<file path="config.mk">
export PLATFORM = sky130hd
export DESIGN_NAME = instruction_fetch_unit
export DESIGN_NICKNAME = d
export VERILOG_FILES = /design/src/rtl/instruction_fetch_unit.sv
export SDC_FILE = /design/constraint.sdc
export NUM_CORES = 1
export LEC_CHECK = 0
export BUFFER_PORTS_ARGS = -buffer_cell sky130_fd_sc_hd__buf_2
export CORE_MARGIN = 10
export CORE_UTILIZATION = 54
export CTS_BUF_LIST = sky130_fd_sc_hd__clkbuf_4
export CTS_CLUSTER_DIAMETER = 150
export DETAILED_ROUTE_END_ITERATION = 10
export PLACE_DENSITY_LB_ADDON = 0.25
export SETUP_SLACK_MARGIN = 0.5
export SLEW_MARGIN = 10
export SYNTH_ARGS = -nofsm -noshare
export SYNTH_HDL_FRONTEND = slang
export SYNTH_SLANG_ARGS = --single-unit
</file>
<file path="constraint.sdc">
create_clock -name clk -period 3.55 [get_ports clk]
set_input_delay 0 -clock clk [delete_from_list [all_inputs] [get_ports clk]]
set_output_delay 0 -clock clk [all_outputs]
set_load 0.03 [all_outputs]
</file>
<file path="src/rtl/instruction_fetch_unit.sv">
// ---------------------------------------------------------------------------
// instruction_fetch_unit
//   RV32I fetch stage. Holds the fetch PC, issues word requests to
//   instruction memory over a valid/ready handshake, buffers returned words
//   in an in-order prefetch FIFO and presents one instruction per cycle to
//   the decoder. Handles downstream stall, redirects and fetch faults.
//
// Parameters
//   RESET_PC    PC loaded on reset (4-byte aligned)
//   FIFO_DEPTH  prefetch entries (power of two, >= 2)
//
// Ports
//   clk, rst                       clock, synchronous active-high reset
//   imem_req_valid/ready/addr      fetch request channel
//   imem_resp_valid/data/err       in-order response channel
//   redirect_valid/pc              flush and restart fetch at redirect_pc
//   stall                          downstream not accepting this cycle
//   inst_valid/code/pc             head instruction to the decoder
//   fetch_fault/fault_pc           sticky fault flag and faulting PC
//   perf_retired/perf_flushed      performance counters (optional)
//
// Optional feature
//   IFU_PERF_CNT_EN  adds perf_retired / perf_flushed counters
// ---------------------------------------------------------------------------
module instruction_fetch_unit #(
   parameter logic [31:0] RESET_PC   = 32'h0000_0000,
   parameter int unsigned FIFO_DEPTH = 4
) (
   input  logic        clk,
   input  logic        rst,
   output logic        imem_req_valid,
   input  logic        imem_req_ready,
   output logic [31:0] imem_req_addr,
   input  logic        imem_resp_valid,
   input  logic [31:0] imem_resp_data,
   input  logic        imem_resp_err,
   input  logic        redirect_valid,
   input  logic [31:0] redirect_pc,
   input  logic        stall,
   output logic        inst_valid,
   output logic [31:0] inst_code,
   output logic [31:0] inst_pc,
   output logic        fetch_fault,
   output logic [31:0] fault_pc
`ifdef IFU_PERF_CNT_EN
   ,
   output logic [31:0] perf_retired,
   output logic [31:0] perf_flushed
`endif
);

   // state   | meaning
   // --------+-----------------------------------------------------------
   // S_RUN   | fetching; head instructions delivered to the decoder
   // S_FAULT | fetch halted after bus error or misaligned redirect;
   //         | left only by an aligned redirect

   localparam int AW = $clog2(FIFO_DEPTH);
   localparam int CW = AW + 1;
   localparam logic [CW:0] DEPTH_L = (CW+1)'(FIFO_DEPTH);

   typedef enum logic {
      S_RUN   = 1'b0,
      S_FAULT = 1'b1
   } state_t;

   state_t          state_q, state_d;
   logic [31:0]     pc_q, pc_d;
   logic [31:0]     resp_pc_q, resp_pc_d;
   logic [CW-1:0]   out_q, out_d;
   logic [CW-1:0]   disc_q, disc_d;
   logic [CW-1:0]   cnt_q, cnt_d;
   logic [AW-1:0]   wr_ptr_q, wr_ptr_d;
   logic [AW-1:0]   rd_ptr_q, rd_ptr_d;
   logic            fault_q, fault_d;
   logic [31:0]     fault_pc_q, fault_pc_d;

   logic [31:0]     mem_data_q [FIFO_DEPTH];
   logic            mem_err_q  [FIFO_DEPTH];
   logic [31:0]     mem_pc_q   [FIFO_DEPTH];

   logic running, not_empty, head_err, credit_ok;
   logic req_valid_int, accept, resp_fire, drop, push, head_ok, pop;
   logic redirect_misaligned;

   always_comb begin
      running             = (state_q == S_RUN);
      not_empty           = (cnt_q != '0);
      head_err            = mem_err_q[rd_ptr_q];
      // Outstanding includes responses still to be discarded, so the FIFO
      // can never be overrun by in-flight data.
      credit_ok           = ({1'b0, cnt_q} + {1'b0, out_q}) < DEPTH_L;
      req_valid_int       = running && !redirect_valid && credit_ok;
      accept              = req_valid_int && imem_req_ready;
      resp_fire           = imem_resp_valid && (out_q != '0);
      drop                = resp_fire && (redirect_valid || (disc_q != '0));
      push                = resp_fire && !drop;
      head_ok             = not_empty && !head_err && running;
      pop                 = head_ok && !stall && !redirect_valid;
      redirect_misaligned = (redirect_pc[1:0] != 2'b00);
   end

   always_comb begin
      state_d    = state_q;
      pc_d       = accept ? pc_q + 32'd4 : pc_q;
      resp_pc_d  = resp_pc_q;
      out_d      = out_q + CW'(accept) - CW'(resp_fire);
      disc_d     = disc_q;
      cnt_d      = cnt_q;
      wr_ptr_d   = wr_ptr_q;
      rd_ptr_d   = rd_ptr_q;
      fault_d    = fault_q;
      fault_pc_d = fault_pc_q;

      if (redirect_valid) begin
         pc_d      = redirect_pc;
         resp_pc_d = redirect_pc;
         // Everything still in flight after this cycle belongs to the old path.
         disc_d    = out_q - CW'(resp_fire);
         cnt_d     = '0;
         wr_ptr_d  = '0;
         rd_ptr_d  = '0;
         if (redirect_misaligned) begin
            state_d    = S_FAULT;
            fault_d    = 1'b1;
            fault_pc_d = redirect_pc;
         end else begin
            state_d    = S_RUN;
            fault_d    = 1'b0;
            fault_pc_d = 32'h0;
         end
      end else begin
         if (drop) begin
            disc_d = disc_q - CW'(1);
         end
         if (push) begin
            wr_ptr_d  = wr_ptr_q + AW'(1);
            resp_pc_d = resp_pc_q + 32'd4;
         end
         if (pop) begin
            rd_ptr_d = rd_ptr_q + AW'(1);
         end
         cnt_d = cnt_q + CW'(push) - CW'(pop);
         if (running && not_empty && head_err) begin
            state_d    = S_FAULT;
            fault_d    = 1'b1;
            fault_pc_d = mem_pc_q[rd_ptr_q];
         end
      end
   end

   always_ff @(posedge clk) begin
      if (rst) begin
         state_q    <= S_RUN;
         pc_q       <= RESET_PC;
         resp_pc_q  <= RESET_PC;
         out_q      <= '0;
         disc_q     <= '0;
         cnt_q      <= '0;
         wr_ptr_q   <= '0;
         rd_ptr_q   <= '0;
         fault_q    <= 1'b0;
         fault_pc_q <= 32'h0;
      end else begin
         state_q    <= state_d;
         pc_q       <= pc_d;
         resp_pc_q  <= resp_pc_d;
         out_q      <= out_d;
         disc_q     <= disc_d;
         cnt_q      <= cnt_d;
         wr_ptr_q   <= wr_ptr_d;
         rd_ptr_q   <= rd_ptr_d;
         fault_q    <= fault_d;
         fault_pc_q <= fault_pc_d;
      end
   end

   // Storage carries no reset; validity is tracked by the pointers/count.
   always_ff @(posedge clk) begin
      if (push && !rst) begin
         mem_data_q[wr_ptr_q] <= imem_resp_data;
         mem_err_q[wr_ptr_q]  <= imem_resp_err;
         mem_pc_q[wr_ptr_q]   <= resp_pc_q;
      end
   end

   // Outputs are forced low while rst is high, including the first reset cycle.
   always_comb begin
      imem_req_valid = !rst && req_valid_int;
      imem_req_addr  = pc_q;
      inst_valid     = !rst && head_ok;
      inst_code      = inst_valid ? mem_data_q[rd_ptr_q] : 32'h0;
      inst_pc        = inst_valid ? mem_pc_q[rd_ptr_q]   : 32'h0;
      fetch_fault    = !rst && fault_q;
      fault_pc       = rst ? 32'h0 : fault_pc_q;
   end

`ifdef IFU_PERF_CNT_EN
   logic [31:0] perf_retired_q;
   logic [31:0] perf_flushed_q;
   logic [31:0] flush_inc;

   always_comb begin
      flush_inc = 32'(drop);
      if (redirect_valid) begin
         flush_inc = flush_inc + 32'(cnt_q);
      end
   end

   always_ff @(posedge clk) begin
      if (rst) begin
         perf_retired_q <= 32'h0;
         perf_flushed_q <= 32'h0;
      end else begin
         perf_retired_q <= perf_retired_q + 32'(pop);
         perf_flushed_q <= perf_flushed_q + flush_inc;
      end
   end

   assign perf_retired = perf_retired_q;
   assign perf_flushed = perf_flushed_q;
`endif

endmodule
</file>
==> impl_metrics.csv, run 1 <==
group,metric,value,unit
timing,fmax,341.1,MHz
floorplanning,rows,62,
placement,place_hpwl,25.05,mm
timing,final-hold-violation-count,0,
synthesis,ys_warn_count,0,
placement,pre_cts_ws,0.4820,ns
cells_and_area,area_used_by_multi_input_combinational_logic,5334,um^2
timing,pin_slew_with_the_least_headroom_to_its_limit,0.9950,ns
placement,finalWeightedCongestion,0.8622,
outcome,status,"finished clean",
pwr,p_per_area,493.8,nW/um^2
timing,finalMaxSlewViolations,0,
worst_setup_path,worst-path-max-fanout,17,
routing,detail-route-antenna-nets,0,
timing,postLayoutSetupSlackWorst,0.6181,ns
pwr,power_frac_comb,10.8,%
cells_and_area,syn_to_final_growth,24.77,%
floorplanning,chipWidth,190.8,um
floorplanning,dieArea,36410,um^2
grt,grt_pass1_wl,63.31,mm
cts,ctsLongestPathBuffers,3,
synthesis,synthArstFlopShare,0,%
pwr,peakVddDrop,0.2596,mV
placement,portBuffers,201,
pwr,clockPowerShare,38.1,%
synthesis,ys.flop_type,"sky130_fd_sc_hd__edfxtp_1",
pwr,cell_internal_pwr,7302,uW
grt,grt_antenna_before_repair,1,
floorplanning,floorplan.initialDensity,54.74,%
cells_and_area,seq_area,10060,um^2
synthesis,synthesis.area_per_instance,13.65,um^2
timing,grt_setup_unrepaired,"no",
cells_and_area,fillerInstances,2139,
pwr,sw_share,24.77,%
pwr,p_leak,0.007296,uW
routing,post-route-drc-count,0,
min_path,timing.hold.worst_path_depth,2,
synthesis,syn-num-nets,1243,
synthesis,synth.ff_latch_count,372,
worst_setup_path,timing.critical_path.arrival,3.55,ns
placement,placed_cells_incl_taps,1686,
worst_setup_path,criticalPathCategory,"register to register",
timing,min_period_over_period,82.59,%
timing,timing.final.crit_period,2.932,ns
timing,fin_worst_hold_slack,0.04723,ns
floorplanning,die_h,190.8,um
pwr,power_switching,2404,uW
routing,num_vias,10927,
cts,insertion_delay,0.73,ns
pwr,total_power,9706,uW
cells_and_area,drive_above_1_share,29.44,%
grt,remaining_global_route_overflow,0,
cells_and_area,most-common-layout-cells,"260 x sky130_fd_sc_hd__edfxtp_1, 200 x sky130_fd_sc_hd__buf_2, 140 x sky130_fd_sc_hd__clkbuf_4, 112 x sky130_fd_sc_hd__dlygate4sd3_1, 108 x sky130_fd_sc_hd__dfxtp_1",
routing,initialDrtViolationCount,925,
synthesis,netlist_instances,1154,
timing,setup_tns_final,0,ns
timing,finalClockSkew,0.05831,ns
synthesis,post_synth_edffs,260,
cts,cts.root.buffer_cell,"sky130_fd_sc_hd__clkbuf_4",
pwr,power.sequential.fraction,51.1,%
cts,cts_sinks,372,
cells_and_area,layout.nets,1601,
min_path,min_path_type,"input port to register",
timing,setup_viol_count_final,0,
synthesis,synth_cell_type_count,50,
cells_and_area,most_frequent_standard_cell_in_the_layout_excluding_fill_and_tap_cells,"sky130_fd_sc_hd__edfxtp_1",
worst_setup_path,r2r.worst_path.cells,7,
routing,wire_per_inst,20.48,um
flow_run,max_cap_viol_count,0,
synthesis,netlist_area,15760,um^2
worst_setup_path,worst_setup_path_end_kind,"register",
cts,clock_slew_at_the_register_clock_pins_of_the_worst_setup_and_hold_paths,0.07,ns
synthesis,synth.yosys.seq_area_share,63.79,%
cts,cts_inserted_buffers,94,
cells_and_area,finish.cell_count_without_fillers,1968,
worst_setup_path,worst_ep_required_time,4.17,ns
grt,first_global_vias,11457,
routing,drt_pre_antenna_iters,5,
cts,htree_levels,3,
floorplanning,floorplan.io_pins,202,
timing,max-slew-margin-rel,33.67,%
grt,grt_max_degree,91,
floorplanning,fp.coreArea,28780,um^2
routing,detail_route.vias_per_cell,5.552,
cts,cts_tree,"yes",
routing,routed_wl,40.31,mm
worst_setup_path,cp-start-kind,"register",
grt,grt_util_all_layers,22.23,%
-- per-layer routing --
metal / GRT usage [%] / vias up / part of all wire [%]
met1: 28.82 / 5364 / 41
met2: 35.37 / 431 / 48
met4: 8.389 / 0 / 2.5
met3: 5.688 / 64 / 8.5
li1: - / 5068 / -
met5: 0 / - / 0
-- sequential cells by signal, summed over array words and instances, names as in the netlist, named ones only --
| name | cells |
|---|---|
| out_q | 3 |
| mem_data_q | 128 |
| disc_q | 3 |
| cnt_q | 3 |
| wr_ptr_q | 2 |
| mem_pc_q | 128 |
| fault_pc_q | 32 |
| fault_q | 1 |
| mem_err_q | 4 |
| resp_pc_q | 32 |
| imem_req_addr | 32 |
| rd_ptr_q | 2 |
-- area by class of cell --
type | instances | area share [%]
Antenna cell | 1 | 0.01273
Clock buffer | 140 | 5.347
Clock inverter | 27 | 1.006
Inverter | 44 | 0.8402
Multi-Input combinational cell | 663 | 27.13
Sequential cell | 372 | 51.20
Tap cell | 384 | 2.444
Timing Repair Buffer | 337 | 12.02
-- cells in the mapped netlist, types with 2 or more instances --
master | n | area share [%]
sky130_fd_sc_hd__mux4_2 | 65 | 9.3
sky130_fd_sc_hd__ha_1 | 16 | 1.3
sky130_fd_sc_hd__o21a_1 | 2 | 0.095
sky130_fd_sc_hd__buf_2 | 4 | 0.13
sky130_fd_sc_hd__nand2_1 | 62 | 1.5
sky130_fd_sc_hd__nor4b_1 | 2 | 0.11
sky130_fd_sc_hd__nand4_1 | 18 | 0.71
sky130_fd_sc_hd__o31a_1 | 6 | 0.33
sky130_fd_sc_hd__or4_1 | 2 | 0.095
sky130_fd_sc_hd__nor2_1 | 58 | 1.4
sky130_fd_sc_hd__clkbuf_1 | 61 | 1.5
sky130_fd_sc_hd__xor2_1 | 16 | 0.89
sky130_fd_sc_hd__nor3_1 | 16 | 0.51
sky130_fd_sc_hd__or2_2 | 2 | 0.079
sky130_fd_sc_hd__a211oi_1 | 33 | 1.6
sky130_fd_sc_hd__and2_1 | 70 | 2.8
sky130_fd_sc_hd__dfxtp_1 | 112 | 14
sky130_fd_sc_hd__and4_1 | 8 | 0.44
sky130_fd_sc_hd__nand3_1 | 21 | 0.67
sky130_fd_sc_hd__edfxtp_1 | 260 | 50
sky130_fd_sc_hd__nor4_1 | 23 | 0.91
sky130_fd_sc_hd__a21boi_0 | 46 | 2.2
sky130_fd_sc_hd__o21ai_0 | 32 | 1.0
sky130_fd_sc_hd__nand2b_1 | 2 | 0.079
sky130_fd_sc_hd__xnor2_1 | 45 | 2.5
sky130_fd_sc_hd__nor2b_1 | 34 | 1.4
sky130_fd_sc_hd__mux2i_1 | 5 | 0.32
sky130_fd_sc_hd__inv_1 | 44 | 1.0
sky130_fd_sc_hd__fa_1 | 2 | 0.25
sky130_fd_sc_hd__o31ai_1 | 2 | 0.095
sky130_fd_sc_hd__a31oi_1 | 2 | 0.079
sky130_fd_sc_hd__a21oi_1 | 38 | 1.2
sky130_fd_sc_hd__buf_1 | 10 | 0.24
sky130_fd_sc_hd__or3_1 | 3 | 0.12
sky130_fd_sc_hd__a21o_1 | 2 | 0.095
sky130_fd_sc_hd__and3_1 | 16 | 0.64
-- worst paths after layout --
| path | to | start | slack (ns) |
|---|---|---|---|
| hold / removal | mem_data_q[0][16] | imem_resp_data[16] | 0.05 |
| setup / recovery | imem_req_addr[27] | cnt_q[2] | 0.62 |
| setup reg to reg | imem_req_addr[27] | cnt_q[2] | 0.62 |
| hold reg to reg | imem_req_addr[1] | imem_req_addr[1] | 0.46 |
-- repair_timing --
item                                    CTS  global route
endpoints found under the setup margin   32            35
setup buffers                             0             2
resized for setup                         3             4
endpoints found under the hold margin   239             0
pin swaps                                 0             4
hold buffers                            112             0
cloned                                    0             0
-- logic make-up (layout without fill, tap and decap cells) --
family | after synthesis | count (layout) | share of synthesized area (%)
DFF | 372 | 372 | 63.79
and+or+nand+nor | 344 | 344 | 11.78
adders and majority gates | 18 | 18 | 1.525
buffers and inverters | 119 | 548 | 2.867
AOI/OAI and AO/OA | 170 | 170 | 7.044
muxes | 70 | 70 | 9.609
other | 0 | 1 | 0
xor gates and xnor gates | 61 | 61 | 3.391
-- through the flow --
stage               cell area (um^2)  util [%]
floorplan                      15830         -
global placement               17250     59.93
detailed placement             17250     59.93
CTS                            19630     68.21
global route                   19660     68.30
finish                         19660     68.30
-- power by group through the flow --
| stage | clock network [uW] | registers (uW) | logic [uW] |
|---|---|---|---|
| after floorplan | 0 | 5060 | 592 |
| after global placement | 0 | 5040 | 904 |
| after detailed placement | 0 | 5050 | 921 |
| after CTS | 3780 | 4960 | 1030 |
| after global routing | 4040 | 4980 | 1150 |
| final | 3700 | 4960 | 1050 |
-- critical path, cell delays in order (launching register included) --
cell,delay (ns)
sky130_fd_sc_hd__dfxtp_4,0.36
sky130_fd_sc_hd__ha_4,0.23
sky130_fd_sc_hd__or4_4,0.54
sky130_fd_sc_hd__or4b_4,0.53
sky130_fd_sc_hd__buf_4,0.23
sky130_fd_sc_hd__or3_1,0.48
sky130_fd_sc_hd__o31a_1,0.27
sky130_fd_sc_hd__o31a_1,0.23
Note: power is estimated with default switching activity, not from simulation.
==> run 2, diff against run 1 <==
clock period = 2.5 ns   (was 3.55 ns; I/O delays follow)
==> impl_metrics.csv, run 2 (same netlist as run 1, synthesis figures left out) <==
group,metric,value,unit
outcome,status,"complete, but fails checks",
outcome,failed_checks,"negative setup slack",
grt,grt_max_degree,65,
flow_run,max_cap_viol_count,0,
cells_and_area,most_frequent_standard_cell_in_the_layout_excluding_fill_and_tap_cells,"sky130_fd_sc_hd__edfxtp_1",
routing,detail-route-antenna-nets,0,
timing,finalMaxSlewViolations,0,
routing,routed_wl,41.16,mm
routing,drt_pre_antenna_iters,5,
routing,num_vias,11010,
worst_setup_path,critical-path-slowest-cell,"sky130_fd_sc_hd__or4b_4",
pwr,p_per_area,682.4,nW/um^2
routing,initialDrtViolationCount,804,
cts,cts.root.buffer_cell,"sky130_fd_sc_hd__clkbuf_4",
floorplanning,dieArea,36410,um^2
routing,post-route-drc-count,0,
floorplanning,chipWidth,190.8,um
timing,postLayoutSetupSlackWorst,-0.4044,ns
cts,cts_tree,"yes",
cts,clock_slew_at_the_register_clock_pins_of_the_worst_setup_and_hold_paths,0.07,ns
grt,first_global_vias,11304,
cells_and_area,layout.nets,1626,
pwr,p_leak,0.007744,uW
worst_setup_path,rrSetupSlack,-0.40,ns
worst_setup_path,timing.critical_path.arrival,3.47,ns
cts,insertion_delay,0.73,ns
cts,htree_levels,3,
placement,finalWeightedCongestion,0.8619,
floorplanning,die_h,190.8,um
floorplanning,rows,62,
placement,place_hpwl,25.54,mm
worst_setup_path,worst-path-max-fanout,2,
cells_and_area,drive_above_1_share,34.24,%
worst_setup_path,cp.buffers_inverters,1,
worst_setup_path,timing.critical_path.cells,"ha_4 > or4_4 > or4b_4 > ha_4 > inv_2 > ha_4 > fa_2 > xnor2_2 > xnor2_1 > nor2_1",
worst_setup_path,criticalPathCategory,"register to register",
timing,fin_worst_hold_slack,0.03831,ns
worst_setup_path,worst_setup_path_end_kind,"register",
timing,fmax,344.3,MHz
grt,grt_pass1_wl,62.47,mm
cts,cts_sinks,372,
cells_and_area,syn_to_final_growth,29.80,%
cts,ctsLongestPathBuffers,3,
routing,wire_per_inst,20.58,um
timing,final-hold-violation-count,0,
cts,cts_inserted_buffers,92,
timing,setup_tns_final,-14.80,ns
floorplanning,floorplan.io_pins,202,
routing,detail_route.vias_per_cell,5.505,
worst_setup_path,worst_ep_required_time,3.06,ns
cells_and_area,fillerInstances,1988,
floorplanning,floorplan.initialDensity,54.74,%
timing,pin_slew_with_the_least_headroom_to_its_limit,0.7500,ns
grt,grt_util_all_layers,22.01,%
worst_setup_path,critPathMaxStageDelay,0.52,ns
pwr,peakVddDrop,0.4520,mV
cells_and_area,biggestRegsByFlops,"mem_data_q: 128 flops, mem_pc_q: 128 flops",
worst_setup_path,crit_family,"simple AND/OR/NAND/NOR gates",
worst_setup_path,cp-start-kind,"register",
min_path,min_path_type,"input port to register",
timing,grt_setup_unrepaired,"yes",
timing,min_period_over_period,116.2,%
timing,setup_viol_count_final,79,
placement,portBuffers,201,
grt,remaining_global_route_overflow,0,
worst_setup_path,crit_top_cell,"sky130_fd_sc_hd__ha_4",
timing,max-slew-margin-rel,50.00,%
timing,timing.final.crit_period,2.904,ns
cells_and_area,most-common-layout-cells,"260 x sky130_fd_sc_hd__edfxtp_1, 199 x sky130_fd_sc_hd__buf_2, 144 x sky130_fd_sc_hd__clkbuf_4, 105 x sky130_fd_sc_hd__dfxtp_1, 99 x sky130_fd_sc_hd__dlygate4sd3_1",
grt,grt_antenna_before_repair,1,
floorplanning,fp.coreArea,28780,um^2
timing,finalClockSkew,0.05262,ns
run 2: changes by cell type in the layout (fill, tap and decap cells not counted), sizes merged:
cell / delta
buf: +38
bufinv: -1
clkbuf: +6
clkinvlp: +2
dlygate4sd3: -13
run 2: routing by layer:
| layer | track usage, % | vias up | part of all wire (%) |
|---|---|---|---|
| met4 | 6.875 | 0 | 1.5 |
| li1 | - | 5134 | - |
| met1 | 27.66 | 5468 | 41 |
| met3 | 5.706 | 48 | 7.4 |
| met5 | 0 | - | 0 |
| met2 | 36.61 | 360 | 50 |
run 2: worst paths after layout:
| kind | startpoint | end | cells past startpoint |
|---|---|---|---|
| setup / recovery | cnt_q[2] | out_q[2] | 10 |
| hold / removal | imem_resp_err | mem_err_q[3] | 2 |
| setup reg to reg | cnt_q[2] | out_q[2] | 10 |
| hold reg to reg | imem_req_addr[0] | imem_req_addr[0] | 2 |
run 2: through the flow:
stage | instance area (um^2) | worst slack (ns) | power (uW) | instances | utilization [%]
3_5_place_dp | 17610 | -0.5054 | 8573 | 1714 | 61.17
4_1_cts | 20070 | -0.3960 | 13970 | 1985 | 69.73
5_1_grt | 20450 | -0.4721 | 14610 | 2000 | 71.05
6_report | 20450 | -0.4044 | 13950 | 2000 | 71.05
2_1_floorplan | 15920 | -0.6490 | 8065 | 1154 | -
3_3_place_gp | 17610 | -0.4968 | 8535 | 1714 | 61.17
run 2: timing repair:
item / in CTS / in global routing
hold buffers: 98 / 1
pin swaps: 31 / 38
resized for setup: 46 / 64
setup endpoints to repair: 339 / 315
gates cloned: 0 / 3
setup buffers: 1 / 10
hold endpoints to repair: 266 / 2
run 2: power by group:
group | leakage, uW | switching, uW | internal, uW
Clock | 0.000732 | 2370 | 2830
Sequential | 0.00329 | 193 | 6830
Combinational | 0.00372 | 929 | 801
run 2: area by class of cell:
| class | instances | area [um^2] | area share (%) |
|---|---|---|---|
| clock inverters | 28 | 170.2 | 0.8321 |
| well taps | 384 | 480.5 | 2.349 |
| diodes | 1 | 2.502 | 0.01224 |
| clock buffers | 144 | 1081 | 5.286 |
| flip-flops and latches | 372 | 10070 | 49.22 |
| repair buffers | 364 | 2749 | 13.44 |
| inverters | 44 | 165.2 | 0.8076 |
| multi-input cells | 663 | 5736 | 28.05 |
run 2: worst reg2reg max path: cells and delay by family, from the launching register on:
family,cells,cell delay (ns)
flops,1,0.34
fa+ha+maj,4,1.00
simple gates,3,1.08
xor+xnor,2,0.31
buf+inv,1,0.04
